### config.mk
export PLATFORM = sky130hd
export DESIGN_NAME = i2c_target_regs
export DESIGN_NICKNAME = d
export VERILOG_FILES = /design/src/rtl/i2c_target_pkg.sv /design/src/rtl/i2c_line_filter.sv /design/src/rtl/i2c_target_regs.sv
export SDC_FILE = /design/constraint.sdc
export NUM_CORES = 1
export LEC_CHECK = 0
export BUFFER_PORTS_ARGS = -buffer_cell sky130_fd_sc_hd__buf_2
export CAP_MARGIN = 25
export CORE_MARGIN = 5
export CORE_UTILIZATION = 58
export DETAILED_ROUTE_END_ITERATION = 16
export PLACE_DENSITY_LB_ADDON = 0.3
export SLEW_MARGIN = 20
export SYNTH_ARGS = -nofsm -noshare
export SYNTH_HDL_FRONTEND = slang
export SYNTH_SLANG_ARGS = --single-unit
export TNS_END_PERCENT = 30
### constraint.sdc
create_clock -name clk_clk -period 2.7 [get_ports clk_clk]
set_input_delay 0.27 -clock clk_clk [delete_from_list [all_inputs] [get_ports clk_clk]]
set_output_delay 0.27 -clock clk_clk [all_outputs]
set_load 0.03 [all_outputs]
### src/rtl/i2c_target_pkg.sv
// i2c_target_pkg
// Shared types and constants for the I2C register target:
//   state_t - protocol state machine encoding
//   cond_t  - bus condition seen on the filtered lines (none/START/STOP)
//   ACK_BIT / NACK_BIT - SDA level of an acknowledge / not-acknowledge
package i2c_target_pkg;

  typedef enum logic [3:0] {
    ST_IDLE,
    ST_ADDR,
    ST_ADDR_ACK,
    ST_PTR,
    ST_PTR_ACK,
    ST_WDATA,
    ST_WDATA_ACK,
    ST_RDATA,
    ST_RDATA_ACK,
    ST_IGNORE
  } state_t;

  typedef enum logic [1:0] {
    COND_NONE,
    COND_START,
    COND_STOP
  } cond_t;

  localparam logic ACK_BIT  = 1'b0;
  localparam logic NACK_BIT = 1'b1;

endpackage

### src/rtl/i2c_line_filter.sv
// i2c_line_filter
// Two-flop synchronizer followed by a glitch filter for one open-drain line.
// The filtered output only follows the synchronized input once it has held
// the new level for FILTER_LEN consecutive samples, so pad-to-output latency
// is 2+FILTER_LEN clocks.
// Ports:
//   clk   - system clock
//   rst_n - asynchronous active-low reset (output resets to the idle-high level)
//   raw   - asynchronous pad input
//   clean - synchronized, filtered level
module i2c_line_filter #(
  parameter int FILTER_LEN = 3
) (
  input  logic clk,
  input  logic rst_n,
  input  logic raw,
  output logic clean
);

  localparam int CW = (FILTER_LEN > 1) ? $clog2(FILTER_LEN) : 1;

  logic          sync1;
  logic          sync2;
  logic [CW-1:0] cnt;

  // The line is binary, so "differs from clean" on consecutive samples means
  // the same new level on consecutive samples.
  always_ff @(posedge clk or negedge rst_n) begin
    if (!rst_n) begin
      sync1 <= 1'b1;
      sync2 <= 1'b1;
      cnt   <= '0;
      clean <= 1'b1;
    end else begin
      sync1 <= raw;
      sync2 <= sync1;
      if (sync2 == clean) begin
        cnt <= '0;
      end else if (cnt == CW'(FILTER_LEN - 1)) begin
        clean <= sync2;
        cnt   <= '0;
      end else begin
        cnt <= cnt + 1'b1;
      end
    end
  end

endmodule

### src/rtl/i2c_target_regs.sv
// i2c_target_regs
// I2C target with an 8-bit register file. The master writes a pointer byte
// and then data bytes, or reads from the current pointer with auto-increment.
// Local logic can load registers; a load raises int_n until the master
// addresses the block for a read.
// Ports:
//   clk_clk, reset_reset_n         - clock, asynchronous active-low reset
//   scl_i, sda_i                   - bus pad inputs
//   sda_oe                         - pull SDA low when 1 (open drain)
//   reg_wr_en/addr/data            - local register load
//   i2c_wr_valid/addr/data         - one-cycle report of a master write
//   int_n                          - active-low data-ready interrupt
module i2c_target_regs
  import i2c_target_pkg::*;
#(
  parameter logic [6:0] I2C_ADDR   = 7'h40,
  parameter int         NUM_REGS   = 16,
  parameter int         FILTER_LEN = 3
) (
  input  logic                        clk_clk,
  input  logic                        reset_reset_n,
  input  logic                        scl_i,
  input  logic                        sda_i,
  output logic                        sda_oe,
  input  logic                        reg_wr_en,
  input  logic [$clog2(NUM_REGS)-1:0] reg_wr_addr,
  input  logic [7:0]                  reg_wr_data,
  output logic                        i2c_wr_valid,
  output logic [$clog2(NUM_REGS)-1:0] i2c_wr_addr,
  output logic [7:0]                  i2c_wr_data,
  output logic                        int_n
);

  localparam int AW = $clog2(NUM_REGS);

  logic scl_f, sda_f, scl_d, sda_d;
  logic scl_rise, scl_fall;
  cond_t cond;

  state_t        state, state_next;
  logic [2:0]    bit_cnt, bit_cnt_next;
  logic [6:0]    shreg, shreg_next;   // first seven bits of the byte in flight
  logic [6:0]    tx, tx_next;         // remaining bits of the byte being read
  logic [AW-1:0] ptr, ptr_next;
  logic          rw, rw_next;
  logic          sda_oe_next;
  logic          i2c_we;
  logic          int_clear;
  logic [7:0]    rx_byte;
  logic [7:0]    regs [NUM_REGS];

  i2c_line_filter #(.FILTER_LEN(FILTER_LEN)) u_scl_filter (
    .clk(clk_clk), .rst_n(reset_reset_n), .raw(scl_i), .clean(scl_f)
  );

  i2c_line_filter #(.FILTER_LEN(FILTER_LEN)) u_sda_filter (
    .clk(clk_clk), .rst_n(reset_reset_n), .raw(sda_i), .clean(sda_f)
  );

  always_ff @(posedge clk_clk or negedge reset_reset_n) begin
    if (!reset_reset_n) begin
      scl_d <= 1'b1;
      sda_d <= 1'b1;
    end else begin
      scl_d <= scl_f;
      sda_d <= sda_f;
    end
  end

  assign scl_rise = scl_f & ~scl_d;
  assign scl_fall = ~scl_f & scl_d;
  assign rx_byte  = {shreg, sda_f};

  // START/STOP require SCL high both before and after the SDA transition.
  always_comb begin
    cond = COND_NONE;
    if (scl_f && scl_d && sda_d && !sda_f) cond = COND_START;
    else if (scl_f && scl_d && !sda_d && sda_f) cond = COND_STOP;
  end

  always_ff @(posedge clk_clk or negedge reset_reset_n) begin
    if (!reset_reset_n) begin
      state   <= ST_IDLE;
      bit_cnt <= '0;
      shreg   <= '0;
      tx      <= '0;
      ptr     <= '0;
      rw      <= 1'b0;
      sda_oe  <= 1'b0;
    end else begin
      state   <= state_next;
      bit_cnt <= bit_cnt_next;
      shreg   <= shreg_next;
      tx      <= tx_next;
      ptr     <= ptr_next;
      rw      <= rw_next;
      sda_oe  <= sda_oe_next;
    end
  end

  // In the three ACK states and RDATA_ACK, bit_cnt is a phase flag:
  // 0 = before the ninth SCL rise, 1 = after it.
  always_comb begin
    state_next   = state;
    bit_cnt_next = bit_cnt;
    shreg_next   = shreg;
    tx_next      = tx;
    ptr_next     = ptr;
    rw_next      = rw;
    sda_oe_next  = sda_oe;
    i2c_we       = 1'b0;
    int_clear    = 1'b0;
    if (cond == COND_STOP) begin
      state_next  = ST_IDLE;
      sda_oe_next = 1'b0;
    end else if (cond == COND_START) begin
      state_next   = ST_ADDR;
      bit_cnt_next = '0;
      sda_oe_next  = 1'b0;
    end else begin
      case (state)
        ST_ADDR, ST_PTR, ST_WDATA: begin
          if (scl_rise) begin
            shreg_next   = rx_byte[6:0];
            bit_cnt_next = bit_cnt + 3'd1;
            if (bit_cnt == 3'd7) begin
              bit_cnt_next = '0;
              if (state == ST_ADDR) begin
                rw_next = sda_f;
                if (rx_byte[7:1] == I2C_ADDR) begin
                  state_next = ST_ADDR_ACK;
                  int_clear  = sda_f;
                end else begin
                  state_next = ST_IGNORE;
                end
              end else if (state == ST_PTR) begin
                ptr_next   = rx_byte[AW-1:0];
                state_next = ST_PTR_ACK;
              end else begin
                i2c_we     = 1'b1;
                ptr_next   = ptr + 1'b1;
                state_next = ST_WDATA_ACK;
              end
            end
          end
        end
        ST_ADDR_ACK, ST_PTR_ACK, ST_WDATA_ACK: begin
          if (scl_rise) begin
            bit_cnt_next = 3'd1;
          end else if (scl_fall) begin
            if (bit_cnt == 3'd0) begin
              sda_oe_next = 1'b1;
            end else begin
              bit_cnt_next = '0;
              if (state == ST_ADDR_ACK && rw) begin
                state_next  = ST_RDATA;
                tx_next     = regs[ptr][6:0];
                sda_oe_next = ~regs[ptr][7];
              end else begin
                state_next  = (state == ST_ADDR_ACK) ? ST_PTR : ST_WDATA;
                sda_oe_next = 1'b0;
              end
            end
          end
        end
        ST_RDATA: begin
          if (scl_rise) begin
            bit_cnt_next = bit_cnt + 3'd1;
            if (bit_cnt == 3'd7) begin
              bit_cnt_next = '0;
              state_next   = ST_RDATA_ACK;
            end
          end else if (scl_fall) begin
            tx_next     = {tx[5:0], 1'b0};
            sda_oe_next = ~tx[6];
          end
        end
        ST_RDATA_ACK: begin
          if (scl_rise) begin
            if (sda_f == ACK_BIT) begin
              bit_cnt_next = 3'd1;
              ptr_next     = ptr + 1'b1;
            end else begin
              state_next = ST_IGNORE;
            end
          end else if (scl_fall) begin
            if (bit_cnt == 3'd0) begin
              sda_oe_next = 1'b0;
            end else begin
              // Latch the next byte here so local loads mid-byte cannot tear it.
              bit_cnt_next = '0;
              state_next   = ST_RDATA;
              tx_next      = regs[ptr][6:0];
              sda_oe_next  = ~regs[ptr][7];
            end
          end
        end
        default: ;
      endcase
    end
  end

  // A master write to the same register as a local load takes precedence.
  always_ff @(posedge clk_clk or negedge reset_reset_n) begin
    if (!reset_reset_n) begin
      for (int i = 0; i < NUM_REGS; i++) regs[i] <= '0;
    end else begin
      for (int i = 0; i < NUM_REGS; i++) begin
        if (i2c_we && ptr == AW'(i)) regs[i] <= rx_byte;
        else if (reg_wr_en && reg_wr_addr == AW'(i)) regs[i] <= reg_wr_data;
      end
    end
  end

  always_ff @(posedge clk_clk or negedge reset_reset_n) begin
    if (!reset_reset_n) begin
      i2c_wr_valid <= 1'b0;
      i2c_wr_addr  <= '0;
      i2c_wr_data  <= '0;
      int_n        <= 1'b1;
    end else begin
      i2c_wr_valid <= i2c_we;
      if (i2c_we) begin
        i2c_wr_addr <= ptr;
        i2c_wr_data <= rx_byte;
      end
      if (reg_wr_en) int_n <= 1'b0;
      else if (int_clear) int_n <= 1'b1;
    end
  end

endmodule

Word level (Yosys, flattened, before mapping)
Cells that the tools add are included.
{"block": "word_totals", "ram_bits": 0, "in_bits": 17, "regBits": 181, "memories": 0, "word_cells": 320, "latch_bits": 0, "rom_bits": 0}
{"block": "classes", "multipliers": 0, "addsub": 4, "shift": 0, "n_div": 0, "n_lt_le_gt_ge": 1, "reduce_logical": 77, "n_eq_ne": 76, "muxes": 114, "n_bitwise": 11}
{"operator": "$mux 8", "count": 34}
{"operator": "$mux 4", "count": 21}
{"operator": "$eq 4x4->1 const B", "count": 17}
{"operator": "$mux 7", "count": 9}
{"operator": "$eq 4x3->1 const B", "count": 12}
{"operator": "$ne 4x4->1 const B", "count": 12}
{"operator": "$logic_and 1x1->1", "count": 38}
{"operator": "$reduce_bool 2->1", "count": 18}
{"operator": "$bmux 8 s4", "count": 1}
{"operator": "$mux 3", "count": 10}
{"operator": "$ne 2x2->1 const B", "count": 14}
{"operator": "$mux 1", "count": 27}
{"operator": "$eq 4x2->1 const B", "count": 6}
{"operator": "$pmux 7 s3", "count": 1}
{"operator": "$pmux 4 s4", "count": 1}
{"operator": "$mux 2", "count": 7}
{"operator": "$eq 4x1->1 const B", "count": 3}
{"operator": "$reduce_and 12->1", "count": 1}
{"operator": "$reduce_and 11->1", "count": 1}
{"operator": "$ne 5x5->1 const B", "count": 2}
{"operator": "$pmux 3 s3", "count": 1}
{"operator": "$logic_not 4->1", "count": 2}
{"operator": "$not 1->1", "count": 8}
{"operator": "$pmux 4 s2", "count": 1}
{"operator": "27 further kinds", "count": 36}

Depth between registers and ports, before layout
Gate-level depths: netlist (run 1).
{"block": "logic_depth", "ltp_word": 12, "mapped_depth": 9}

By module
A second synthesis (run 1) with hierarchy kept.
{"block": "unflattened", "hier_cells": 937, "hier_area_um2": 9960.8}
{"module": "i2c_target_regs", "cells_each": 917, "seq_area_each_um2": 4282.9, "n_inst": 1, "area_per_inst_um2": 9603.0}
{"module": "i2c_line_filter", "cells_each": 10, "seq_area_each_um2": 128.9, "n_inst": 2, "area_per_inst_um2": 178.9}

Worst setup path before layout (run 1)
OpenSTA, ideal clock, no wires.
{"block": "synth_path", "path_kind": "reg-to-reg", "from": "register u_scl_filter.clean", "to": "register i2c_wr_addr[0]", "path_stages_with_launch": 7, "setup_time_ps": 125, "period_less_slack_ps": 2293, "t_arrival_ps": 2169, "path_buffers": 2, "t_required_ps": 2575, "slack_ps": 407, "cell_sequence": "dfstp_2 ha_1 nand3_1 a2111oi_4 buf_6 buf_4 mux2_2"}
{"block": "synth_between", "elab_chain_len": 8, "word_cells_on_any_way": 14}
{"item": "start: declaration", "line_no": "i2c_line_filter.sv:17", "source": "output logic clean"}
{"item": "start signal: assignment", "line_no": "i2c_line_filter.sv:40", "source": "clean <= sync2;"}
{"item": "$logic_and 1x1->1", "line_no": "i2c_target_regs.sv:77, i2c_target_regs.sv:78"}
{"item": "$logic_and 1x1->1 (2 in a row)", "line_no": "i2c_target_regs.sv:78", "source": "else if (scl_f && scl_d && !sda_d && sda_f) cond = COND_STOP;"}
{"item": "$mux 2", "line_no": "i2c_target_regs.sv:78"}
{"item": "$mux 2", "line_no": "i2c_target_regs.sv:77", "source": "if (scl_f && scl_d && sda_d && !sda_f) cond = COND_START;"}
{"item": "$eq 2x1->1", "line_no": "i2c_target_regs.sv:116", "source": "end else if (cond == COND_START) begin"}
{"item": "$mux 1", "line_no": "i2c_target_regs.sv:116"}
{"item": "$mux 1 *", "line_no": "i2c_target_regs.sv:113", "source": "if (cond == COND_STOP) begin"}
{"item": "end signal: assignment", "line_no": "i2c_target_regs.sv:224", "source": "i2c_wr_addr <= ptr;"}
{"item": "end: declaration", "line_no": "i2c_target_regs.sv:29", "source": "output logic [$clog2(NUM_REGS)-1:0] i2c_wr_addr,"}
Every way passes the cells marked *; elsewhere a longest branch is shown, timed or not.
A chain may end at the register's enable or synchronous reset.

Final worst setup path (run 1)
{"block": "layout_path", "from": "register bit_cnt[0]", "to": "register regs[75] (netlist name)"}
{"block": "layout_between", "elab_chain_len": 8, "word_cells_on_any_way": 9}
{"item": "start: declaration", "line_no": "i2c_target_regs.sv:41", "source": "logic [2:0] bit_cnt, bit_cnt_next;"}
{"item": "start signal: assignment", "line_no": "i2c_target_regs.sv:92", "source": "bit_cnt <= bit_cnt_next;"}
{"item": "$eq 3x3->1 *", "line_no": "i2c_target_regs.sv:126", "source": "if (bit_cnt == 3'd7) begin"}
{"item": "$mux 1 *", "line_no": "i2c_target_regs.sv:126"}
{"item": "$mux 1 *", "line_no": "i2c_target_regs.sv:123", "source": "if (scl_rise) begin"}
{"item": "$mux 1 *", "line_no": "i2c_target_regs.sv:121", "source": "case (state)"}
{"item": "$mux 1 *", "line_no": "i2c_target_regs.sv:116"}
{"item": "$mux 1 *", "line_no": "i2c_target_regs.sv:113"}
{"item": "$logic_and 1x1->1 *", "line_no": "i2c_target_regs.sv:209", "source": "if (i2c_we && ptr == AW'(i)) regs[i] <= rx_byte;"}
{"item": "$mux 8 or $reduce_bool 2->1 (tied branches)"}
{"item": "end signal: indexed assignment", "line_no": "i2c_target_regs.sv:209"}
{"item": "end signal: indexed assignment", "line_no": "i2c_target_regs.sv:210", "source": "else if (reg_wr_en && reg_wr_addr == AW'(i)) regs[i] <= reg_wr_data;"}
{"item": "end: declaration", "line_no": "i2c_target_regs.sv:50", "source": "logic [7:0] regs [NUM_REGS];"}
Marks and branches as above.

==> reports/qor.yml, run 1 <==
timing:
  hold_ws_ps: 160
  hold_viol_final: 0
  tns_ps: 0
  setup_viol: 0
  worst_pin_slew_ps: 674
  grt_setup_unrepaired: "false"
  max_slew_margin_pct: 55.0
  fin_ws_ps: 285
  min_period_ps: 2410
  timing.fmax_mhz: 414
  clock_skew_ps: 10.1
  slew_viol_final: 0
  final.period_utilization_pct: 89.4
synth:
  yosys.area.top_type: "dfrtp_1"
  synth_top_area_share_pct: 43.7
  yosysWarnings: 0
  syn_nets: 976
  ys.flop_type: "dfrtp_1"
  synth_edf_count: 0
  avgSynthCellArea_sq_um: 10.4
  ys_async_sr_fraction_pct: 100
  syn_area_sq_um: 9860
  synth_cell_type_count: 56
  syn_inst: 949
  yosysSeqAreaShare_pct: 46.1
  synthTopCellsByArea: "dfrtp_1 (44%), mux2i_1 (16%), a21oi_1 (7.4%), nor2_1 (6.0%), mux4_2 (5.5%)"
  synth_seq_cells: 181
power_and_ir_drop:
  vdd_ir_drop_max_uv: 555
  p_total_mw: 10.2
  power.leakage_nw: 4.97
  pwr_density_cell_nw_per_um2: 926
worst_setup_path:
  timing.rr.start: "bit_cnt[0]"
  reg2reg_slack_ps: 290
  crit_path_start_kind: "register"
  critPathCaptureType: "register"
  rr_worst_depth: 9
  cp.arrival_ps: 2730
  critPathRequiredTime_ps: 3010
  path_class: "reg2reg"
  startpoint: "bit_cnt[0]"
  crit_fanout: 28
  worst_r2r_endpoint: "regs[75]"
routing:
  drc: 0
  wl_per_cell_um: 22.0
  dr.pass1.iters: 5
  vias_per_cell: 6.34
  wl_mm: 26.4
  dr.first_iter.drc_count: 803
  vias: 7628
  ant_nets: 0
global_route:
  grtUsageTotal_pct: 27.4
  grt_pass1_wl_mm: 42.2
  grt_pass1_vias: 7468
  grt_max_degree: 56
  antenna_found_initial: 0
  grt.overflow.total: 0
die:
  initial_core_util_pct: 59.2
  num_rows: 47
  coreArea_sq_um: 16600
  die_width_um: 140
  dieArea_sq_um: 19700
  pin_count: 32
  fp.dieH_um: 140
placed_design:
  place_hpwl_mm: 16.7
  io_buffers: 31
  place_inst: 1168
  placed_area_sq_um: 10400
  gp_congestion: 0.912
  dp_slack_ps: 372
cts:
  clk_latency_ps: 430
  clk_path_buf_depth: 2
  cts-root-buf: "clkbuf_16"
  post-cts-setup-buffers: 0
  cts-buffers-inserted: 17
  ctsHtreeMaxLevel: 4
  clk_pin_slew_ps: 70
  cts_tree: "yes"
  cts.sinks: 181
final_layout:
  fillers: 1289
  syn_to_final_growth_pct: 11.2
  final_core_utilization_pct: 65.9
  final_cells: 1203
  layout-drive-gt1-share_pct: 17.3
  nets: 997
  fin_area_sq_um: 11000
  final_common_cell: "dfrtp_1"
  diodes: 0
  layout_common_cells: "dfrtp_1 (171), nor2_1 (157), mux2i_1 (153)"
run:
  max_cap_viol_count: 0
min_path:
  holdPathStages: 2
  hp-class: "in2reg"
  hold_path_end: "int_n"
  min-delay-start: "reg_wr_en"
run_status:
  status: "complete, no violations"
-- critical path, stage by stage, from the launching register on --
cell	delay, ps
dfrtp_1	390
ha_1	170
ha_1	310
nand3_1	160
a2111oi_4	410
buf_12	280
nand3_1	140
buf_4	230
nor2_1	120
a21oi_1	60
-- power by group --
part           internal [mW]  leakage (nW)  switching, mW  total, mW
clock                   1.36         0.282           1.10       2.46
sequential              3.38          2.09          0.550       3.93
combinational           1.61          2.60           2.15       3.76
total                   6.35          4.97           3.81       10.2
-- sequential cells by signal (all words and copies together) (netlist names), 2 cells and up --
register          flops
regs                128
u_scl_filter.cnt      2
u_sda_filter.cnt      2
bit_cnt               3
tx                    7
ptr                   4
shreg                 7
i2c_wr_data           8
i2c_wr_addr           4
state                 4
-- cells by family after synthesis --
logic type / Yosys count / share of synthesized area [%]
adders and majority gates: 10 / 1.27
buffers and inverters: 86 / 3.72
muxes: 196 / 23.2
DFF: 181 / 46.1
AOI/OAI and AO/OA: 220 / 13.1
xor gates and xnor gates: 4 / 0.355
and+or+nand+nor: 252 / 12.3
-- worst max-delay path by stage --
stage	endpoint	slack (ps)	depth (start not counted)
floorplan	i2c_wr_addr[0]	410	6
global placement	sda_oe	340	6
detailed placement	sda_oe	370	6
CTS	regs[75]	310	9
global route	regs[113]	170	9
finish	regs[75]	290	9
-- per-layer routing --
metal  up-vias  share of wire [%]  GRT usage (%)
li1       3462                  -              -
met1      3692                 40           37.2
met2       391                 47           42.0
met3        83                8.1           5.62
met4         0                4.6           13.7
met5         -                  0              0
-- repair_timing --
item / CTS / global route
endpoints found under the hold margin: 39 / 0
gates resized for setup: 0 / 0
hold buffers: 3 / 0
-- layout make-up --
cell class | instances | area (sq um) | share of cell area [%]
clock buffers | 20 | 467 | 4.26
multi-input cells | 682 | 4950 | 45.2
repair buffers | 75 | 564 | 5.15
inverters | 13 | 48.8 | 0.445
clock inverters | 12 | 118 | 1.07
well taps | 220 | 275 | 2.51
flip-flops and latches | 181 | 4540 | 41.4
-- synth_stat cells (all sizes together), types with 2 or more instances --
library cell and number:
or3b 2, buf 38, and2 3, a211oi 6, mux2 19, dfstp 9
nand3b 6, mux4 24, o22ai 9, a211o 2, nor4b 2, xnor2 3
nor4 3, a22o 2, and3 2, a22oi 3, o21ai 17, nand2b 10
a32o 8, o21a 4, clkbuf 35, nand4 2, nor2b 8, mux2i 153
or3 3, nand2 17, ha 10, nor2 157, a21oi 146, nand3 25
a2111oi 3, inv 13, dfrtp 172, a31o 2, a31oi 6, nor3 9
o31ai 3
Power figures use the tool's default switching activity.
==> inputs of run 2 (changes only) <==
--- a/config.mk
+++ b/config.mk
@@ -6,9 +6,9 @@
 export NUM_CORES = 1
 export LEC_CHECK = 0
 export BUFFER_PORTS_ARGS = -buffer_cell sky130_fd_sc_hd__buf_2
-export CAP_MARGIN = 25
+export CAP_MARGIN = 20
 export CORE_MARGIN = 5
-export CORE_UTILIZATION = 58
+export CORE_UTILIZATION = 57
 export DETAILED_ROUTE_END_ITERATION = 16
 export PLACE_DENSITY_LB_ADDON = 0.3
 export SLEW_MARGIN = 20
==> constraint.sdc (replaced) <==
create_clock -name clk_clk -period 1.95 [get_ports clk_clk]
set_input_delay 0.195 -clock clk_clk [delete_from_list [all_inputs] [get_ports clk_clk]]
set_output_delay 0.195 -clock clk_clk [all_outputs]
set_load 0.03 [all_outputs]
==> reports/qor.yml, run 2 (synthesis results as in run 1) <==
run_status:
  status: "finished, violations left"
  violations: "setup timing"
cts:
  clk_latency_ps: 450
  clk_path_buf_depth: 2
  cts-buffers-inserted: 17
  cts.sinks: 181
  cts-root-buf: "clkbuf_16"
  cts_tree: "yes"
  clk_pin_slew_ps: 70
  ctsHtreeMaxLevel: 4
die:
  pin_count: 32
  fp.dieH_um: 142
  die_width_um: 142
  num_rows: 48
  dieArea_sq_um: 20000
  coreArea_sq_um: 17100
  initial_core_util_pct: 57.6
final_layout:
  fillers: 1063
  syn_to_final_growth_pct: 27.7
  final_core_utilization_pct: 73.6
  largest-register: "regs"
  seqCellArea_sq_um: 4540
  fin_area_sq_um: 12600
  multi_input_area_sq_um: 5800
  reg_top3: "regs: 128 flops, i2c_wr_data: 8 flops"
  largest_reg_flops: 128
  final_common_cell: "dfrtp_1"
  nets: 1070
  diodes: 0
  layout-drive-gt1-share_pct: 35.7
  layout_common_cells: "dfrtp_1 (169), mux2i_1 (149), a21oi_1 (126)"
power_and_ir_drop:
  vdd_ir_drop_max_uv: 735
  p_total_mw: 15.8
  pwr_density_cell_nw_per_um2: 1260
  power.leakage_nw: 5.40
routing:
  drc: 0
  wl_per_cell_um: 24.5
  wl_mm: 31.3
  vias_per_cell: 6.59
  dr.first_iter.drc_count: 881
  dr.pass1.iters: 5
  ant_nets: 0
  vias: 8442
timing:
  final.period_utilization_pct: 111
  tns_ps: -16230
  grt_setup_unrepaired: "true"
  worst_pin_slew_ps: 651
  fin_ws_ps: -205
  setup_viol: 148
  clock_skew_ps: 9.59
  hold_viol_final: 0
  hold_ws_ps: 108
  timing.fmax_mhz: 464
  max_slew_margin_pct: 56.6
  min_period_ps: 2150
  slew_viol_final: 0
placed_design:
  gp_congestion: 0.938
  place_hpwl_mm: 17.3
  io_buffers: 31
  placed_area_sq_um: 10800
global_route:
  grtUsageTotal_pct: 30.0
  grt_pass1_vias: 8236
  grt_max_degree: 55
  grt.overflow.total: 0
  antenna_found_initial: 0
  grt_pass1_wl_mm: 46.2
worst_setup_path:
  critPathRequiredTime_ps: 2270
  crit_path_start_kind: "register"
  critPathCaptureType: "register"
  path_class: "reg2reg"
  crit_fanout: 8
  cp.arrival_ps: 2480
min_path:
  hp-class: "in2reg"
run:
  max_cap_viol_count: 0
-- run 2: path summary, 6_finish.rpt --
path	start	end	slack, ps	cells after the start
min in group asynchronous	reset_reset_n	i2c_wr_data[4]	270	2
setup reg to reg	u_sda_filter.clean	regs[96]	-200	9
hold / removal	reg_wr_en	int_n	110	2
hold reg to reg	u_scl_filter.sync1	u_scl_filter.sync2	350	0
setup / recovery	u_sda_filter.clean	regs[96]	-200	9
max in group asynchronous	reset_reset_n	regs[111]	1010	3
-- run 2: final cells by class --
type,instances,share of cell area (%)
multi-input cells,687,46.1
flip-flops and latches,181,36.1
repair buffers,143,10.6
clock buffers,21,3.58
well taps,225,2.24
clock inverters,11,1.01
inverters,13,0.388
-- run 2: where the power goes --
group	switching [mW]	internal, mW
clock network	1.55	1.93
logic	3.96	3.08
registers	0.622	4.69
-- run 2: repair_timing --
action                                  in CTS  in global routing
hold buffers                                 3                  0
endpoints found under the hold margin       46                  0
gates resized for setup                    120                119
endpoints found under the setup margin     155                166
pin swaps                                    8                 12
setup buffers                                8                  2
gates cloned                                15                  2
-- run 2: through the flow --
step                      worst slack [ps]  cells
final                                 -205   1281
after global routing                  -300   1281
after CTS                            -96.1   1277
after detailed placement              -194   1219
after global placement                -123   1219
after floorplan                       -189    949
-- run 2: worst max-delay path, cell delays in order (launching register included) --
cell and delay, ps:
dfstp_2 610, xor2_4 110, a2111oi_4 350, buf_4 200, buf_6 110, buf_12 150, nand3_4 110, buf_8 210
nor2_1 110, a21oi_1 60
-- run 2: per-layer routing --
layer | track usage [%] | part of all wire [%] | up-vias
li1 | - | - | 3622
met1 | 39.3 | 38 | 4167
met2 | 48.4 | 48 | 494
met3 | 6.27 | 8.6 | 159
met4 | 13.4 | 5.8 | 0
met5 | 0 | 0 | -
